<file path="src/rtl/pilot_avg_n.sv">
// Pilot averager: accumulates 2**LOG2_NP complex pilots per symbol and emits the rounded,
// saturated mean, with optional exponential smoothing across symbols and conjugated output.
module pilot_avg_n #(
  parameter int unsigned Q        = 16,
  parameter int unsigned Q_DEC    = 9,
  parameter int unsigned LOG2_NP  = 2,
  parameter int unsigned ROUND    = 1,
  parameter int unsigned CONJ     = 1,
  parameter int unsigned ALPHA_SH = 2
) (
  input  logic                  clk,
  input  logic                  rst_n,
  input  logic                  sym_start,
  input  logic                  hist_clr,
  input  logic                  smooth_en,
  input  logic                  pilot_valid,
  input  logic signed [Q-1:0]   pilot_r,
  input  logic signed [Q-1:0]   pilot_i,
  output logic                  avg_valid,
  output logic signed [Q-1:0]   avg_r,
  output logic signed [Q-1:0]   avg_i,
  output logic [LOG2_NP-1:0]    pilot_cnt
);

  localparam int unsigned NP = 2 ** LOG2_NP;
  localparam int unsigned AW = Q + LOG2_NP;
  // One guard bit above the accumulator covers the rounding constant and all Q-wide arithmetic.
  localparam int unsigned W  = AW + 1;

  localparam logic [LOG2_NP-1:0] LastCnt = LOG2_NP'(NP - 1);
  localparam logic signed [W-1:0] RndK   = (ROUND != 0) ? W'(NP / 2) : '0;
  localparam logic signed [W-1:0] SatMax = W'((2 ** (Q - 1)) - 1);
  localparam logic signed [W-1:0] SatMin = ~SatMax;
  localparam logic signed [Q-1:0] MaxQ   = {1'b0, {(Q - 1){1'b1}}};
  localparam logic signed [Q-1:0] MinQ   = {1'b1, {(Q - 1){1'b0}}};

  if (Q_DEC >= Q || LOG2_NP < 1 || ALPHA_SH < 1) begin : g_param_check
    $error("pilot_avg_n: illegal parameter combination");
  end

  function automatic logic signed [W-1:0] sx(input logic signed [Q-1:0] v);
    return W'(v);
  endfunction

  function automatic logic signed [Q-1:0] sat_w(input logic signed [W-1:0] x);
    if (x > SatMax) return MaxQ;
    if (x < SatMin) return MinQ;
    return x[Q-1:0];
  endfunction

  function automatic logic signed [Q-1:0] blk_of(input logic signed [AW-1:0] s);
    logic signed [W-1:0] t;
    t = W'(s) + RndK;
    t = t >>> LOG2_NP;
    return sat_w(t);
  endfunction

  function automatic logic signed [Q-1:0] smooth(input logic signed [Q-1:0] b,
                                                  input logic signed [Q-1:0] p);
    logic signed [W-1:0] d;
    d = sx(b) - sx(p);
    d = d >>> ALPHA_SH;
    return sat_w(sx(p) + d);
  endfunction

  logic signed [AW-1:0]   acc_r_q, acc_r_d, acc_i_q, acc_i_d;
  logic [LOG2_NP-1:0]     pilot_cnt_q, pilot_cnt_d;
  logic                   hist_valid_q, hist_valid_d;
  logic signed [Q-1:0]    prev_r_q, prev_r_d, prev_i_q, prev_i_d;
  logic signed [Q-1:0]    avg_r_q, avg_r_d, avg_i_q, avg_i_d;
  logic                   avg_valid_q, avg_valid_d;

  logic [LOG2_NP-1:0]     cnt_eff;
  logic signed [AW-1:0]   sum_r, sum_i;
  logic signed [Q-1:0]    blk_r, blk_i, est_r, est_i;
  logic                   done, use_hist;

  always_comb begin
    cnt_eff  = sym_start ? '0 : pilot_cnt_q;
    sum_r    = (cnt_eff == '0) ? AW'(pilot_r) : acc_r_q + AW'(pilot_r);
    sum_i    = (cnt_eff == '0) ? AW'(pilot_i) : acc_i_q + AW'(pilot_i);
    done     = pilot_valid && (cnt_eff == LastCnt);
    blk_r    = blk_of(sum_r);
    blk_i    = blk_of(sum_i);
    // A history clear on the completing edge forces an unsmoothed estimate.
    use_hist = smooth_en && hist_valid_q && !hist_clr;
    est_r    = use_hist ? smooth(blk_r, prev_r_q) : blk_r;
    est_i    = use_hist ? smooth(blk_i, prev_i_q) : blk_i;

    acc_r_d      = acc_r_q;
    acc_i_d      = acc_i_q;
    pilot_cnt_d  = pilot_cnt_q;
    hist_valid_d = hist_valid_q;
    prev_r_d     = prev_r_q;
    prev_i_d     = prev_i_q;
    avg_r_d      = avg_r_q;
    avg_i_d      = avg_i_q;
    avg_valid_d  = 1'b0;

    if (pilot_valid) begin
      acc_r_d     = sum_r;
      acc_i_d     = sum_i;
      pilot_cnt_d = cnt_eff + 1'b1;
    end else if (sym_start) begin
      pilot_cnt_d = '0;
    end

    if (hist_clr) hist_valid_d = 1'b0;

    if (done) begin
      prev_r_d     = est_r;
      prev_i_d     = est_i;
      hist_valid_d = 1'b1;
      avg_r_d      = est_r;
      avg_i_d      = (CONJ != 0) ? sat_w(-sx(est_i)) : est_i;
      avg_valid_d  = 1'b1;
    end
  end

  always_ff @(posedge clk or negedge rst_n) begin
    if (!rst_n) begin
      acc_r_q      <= '0;
      acc_i_q      <= '0;
      pilot_cnt_q  <= '0;
      hist_valid_q <= 1'b0;
      prev_r_q     <= '0;
      prev_i_q     <= '0;
      avg_r_q      <= '0;
      avg_i_q      <= '0;
      avg_valid_q  <= 1'b0;
    end else begin
      acc_r_q      <= acc_r_d;
      acc_i_q      <= acc_i_d;
      pilot_cnt_q  <= pilot_cnt_d;
      hist_valid_q <= hist_valid_d;
      prev_r_q     <= prev_r_d;
      prev_i_q     <= prev_i_d;
      avg_r_q      <= avg_r_d;
      avg_i_q      <= avg_i_d;
      avg_valid_q  <= avg_valid_d;
    end
  end

  assign avg_valid = avg_valid_q;
  assign avg_r     = avg_r_q;
  assign avg_i     = avg_i_q;
  assign pilot_cnt = pilot_cnt_q;

endmodule

</file>
<file path="config.mk">
export PLATFORM = sky130hd
export DESIGN_NAME = pilot_avg_n
export DESIGN_NICKNAME = d
export VERILOG_FILES = /design/src/rtl/pilot_avg_n.sv
export SDC_FILE = /design/constraint.sdc
export NUM_CORES = 1
export LEC_CHECK = 0
export BUFFER_PORTS_ARGS = -buffer_cell sky130_fd_sc_hd__buf_2
export CAP_MARGIN = 15
export CORE_MARGIN = 2
export CORE_UTILIZATION = 34
export DETAILED_ROUTE_END_ITERATION = 6
export GPL_ROUTABILITY_DRIVEN = 0
export PLACE_DENSITY_LB_ADDON = 0.1
export SETUP_SLACK_MARGIN = 0.3
export SYNTH_ARGS = -nofsm -noshare
export SYNTH_HDL_FRONTEND = slang
export SYNTH_SLANG_ARGS = --single-unit
</file>
<file path="constraint.sdc">
create_clock -name clk -period 8.3 [get_ports clk]
set_input_delay 1.245 -clock clk [delete_from_list [all_inputs] [get_ports clk]]
set_output_delay 1.245 -clock clk [all_outputs]
set_load 0.05 [all_outputs]
</file>
==> results.toml <==
[outcome]
status = "finished, violations left"
violations = "setup timing"

[timing]
relSlewSlack_pct = 39.5
period_share_pct = 101
setup_violations = 15
worst_pin_slew_ps = 907
hold_violations = 0
fin_ws_ps = -60.4
rsz0062_at_grt = "yes"
fin_crit_ps = 8360
fmax_ghz = 0.120
clock_skew_ps = 16.1
slew_viol_final = 0

[setup_path]
cp_num_buf_inv = 6
r2r_setup_slack_ps = 470
cp_top_family = "compound AO/OA/AOI/OAI gates"
reg2reg_from = "acc_i_q[0]"
cp_max_fo = 6
cp.arrival_ps = 8600
slowest_delay_ps = 370
slowest_stage = "or3_4"
ff2ff_path_depth = 37
r2r-end = "avg_i[3]"
path_class = "in2reg"
cp.required_ps = 8540
cp-end-kind = "flop"
cp-start-kind = "primary input"

[route]
wl_per_cell_um = 16.4
ant_nets = 0
via_per_inst = 5.19
first_iter_violations = 474
first_pass_iters = 4
drc = 0
vias = 10740
wirelength_um = 33900

[yosys]
yosysWarningCount = 0
ys.flop_type = "dfrtp_1"
syn_inst = 1281
async_flop_share_pct = 100
synth_area_leaders = "dfrtp_1, ha_1, nand2_1"
synth_commonest_cells = "nand2_1, nor2_1, ha_1"
synth_cell_types = 91
synth_seq_cells = 88
synth-edff-count = 0
synth_top_area_cell = "dfrtp_1"
synth-seq-area-share_pct = 21.8
synth_top_area_share_pct = 21.8
avgSynthCellArea_um2 = 7.88
syn_area_um2 = 10100
synth_nets = 1427
synth_most_common_cell = "nand2_1"

[place]
post-dp-hpwl_um = 26000
io_buffers = 72
dp_cells = 2005
placed_cell_area_um2 = 13400

[final_layout]
fin_nets = 1821
postLayoutCellArea_um2 = 14700
layout-drive-gt1-share_pct = 37.4
utilization_pct = 49.9
num_antenna_cells = 0
syn2layout_area_growth_pct = 45.7
instances_no_fill = 2070
fillers = 2954

[power]
combPwrFrac_pct = 81.3
p_leak_nw = 6.72
switching_share_pct = 48.3
cell_internal_pwr_mw = 3.28
power_frac_clock_pct = 7.1
ir_drop_mv = 0.155
netSwitchingPower_mw = 3.06
powerDensity_nw_per_um2 = 431
p_seq_share_pct = 11.6
fin_total_pwr_mw = 6.34

[global_routing]
grt_pass1_vias = 10528
grt_pass1_wl_um = 54300
grt_overflow_total = 0
grt_max_degree = 63
grt_antenna_before_repair = 1
grt_util_all_layers_pct = 21.8

[floorplanning]
rows = 63
core_um2 = 29500
start_util_pct = 34.3
io_pins = 73
die_h_um = 176
die_area_um2 = 31100
die_w_um = 176

[worst_hold_path]
min-delay-start = "avg_i[15]"
min_to = "avg_i[15]"
hold_path_depth = 2
min_path_type = "reg2reg"

[run]
max_cap_violations = 0

[clock_tree]
hold_buffers = 0
clk_latency_ps = 380
htreeDepth = 3
cts_tree = "yes"
path_clk_slew_ps = 70
clock_tree.root_cell = "clkbuf_16"
clock-sinks = 88
cts_made_buffers = 9
ctsLongestPathBuffers = 2
power groups by stage:
stage	combinational [mW]	clock [mW]	sequential, mW
2_1_floorplan	2.67	0	0.938
3_3_place_gp	4.57	0	0.739
3_5_place_dp	4.59	0	0.737
4_1_cts	4.78	0.460	0.733
5_1_grt	5.65	0.480	0.754
6_report	5.16	0.451	0.733
routing by layer:
metal / routed length [um] / vias up / track usage [%]
met2: 15600 / 144 / 35.4
li1: - / 5495 / -
met4: 446 / 2 / 4.92
met1: 17000 / 5068 / 31.3
met5: 13 / - / 0
met3: 823 / 31 / 2.07
flip-flops by register name (all words and copies together), names as in the netlist:
register,cells
pilot_cnt,2
avg_valid,1
hist_valid_q,1
acc_i_q,18
prev_i_q,16
acc_r_q,18
avg_i,16
avg_r,16
cell families (layout without fill, tap and decap cells):
group	after synthesis	count (layout)	share of synthesized area [%]
simple gates	468	468	22.9
compound gates	396	396	26.7
fa+ha+maj	108	108	13.7
buf+inv	105	504	4.20
flops	88	88	21.8
xor+xnor	85	85	7.37
mux	31	31	3.35
layout make-up:
type	instances	area, um^2	area share [%]
Multi-Input combinational cell	1088	8340	56.7
Timing Repair Buffer	424	3150	21.4
Sequential cell	88	2200	15.0
Tap cell	390	488	3.32
Inverter	64	240	1.63
Clock buffer	10	229	1.56
Clock inverter	6	68.8	0.468
worst reg2reg max path, delay by kind of cell, from the launching register on:
family,cells,cell delay (ps)
mux,1,130
simple gates,9,1930
compound gates,17,3020
buf+inv,5,850
fa+ha+maj,4,1160
xor+xnor,1,160
flops,1,420
cell usage in the layout, fill, tap and decap left out, types with 10 or more instances in the layout:
cell,Yosys,layout
buf_4,3,340
nand2_1,150,145
nor2_1,107,105
ha_1,104,89
dfrtp_1,88,88
a21oi_1,90,73
o21ai_0,94,69
buf_2,3,69
inv_1,63,63
xnor2_1,53,52
nand3_1,43,41
xor2_1,32,31
a21oi_2,12,28
nor3_1,36,27
a21o_1,24,24
mux2_2,22,22
a211oi_1,23,17
nand2b_1,16,15
nor2b_1,16,14
o21ai_1,1,13
o2bb2ai_1,13,13
o21a_1,12,12
o211ai_1,12,12
ha_4,0,10
clkbuf_16,0,10
timing repair:
item / CTS / global route
setup endpoints to repair: 32 / 42
hold endpoints to repair: 0 / 0
gates cloned: 1 / 1
pin swaps: 42 / 23
setup buffers: 22 / 25
gates resized for setup: 49 / 96
stage by stage:
stage	hold WS, ps	TNS, ps	worst slack [ps]
2_1_floorplan	475	-3440	-277
4_1_cts	467	-1610	-122
3_5_place_dp	450	-17420	-666
5_1_grt	485	-7100	-474
6_report	458	-679	-60.4
3_3_place_gp	449	-14930	-549
worst max path at each step:
stage / startpoint / to / cells past startpoint
6_report: pilot_i[0] / avg_i[3] / 38
5_1_grt: pilot_i[0] / avg_i[4] / 41
4_1_cts: pilot_i[0] / avg_i[8] / 39
3_5_place_dp: pilot_i[0] / avg_i[0] / 36
3_3_place_gp: pilot_i[0] / avg_i[2] / 34
2_1_floorplan: pilot_i[0] / avg_i[11] / 36
No activity file was read; power rests on OpenSTA's default activity.
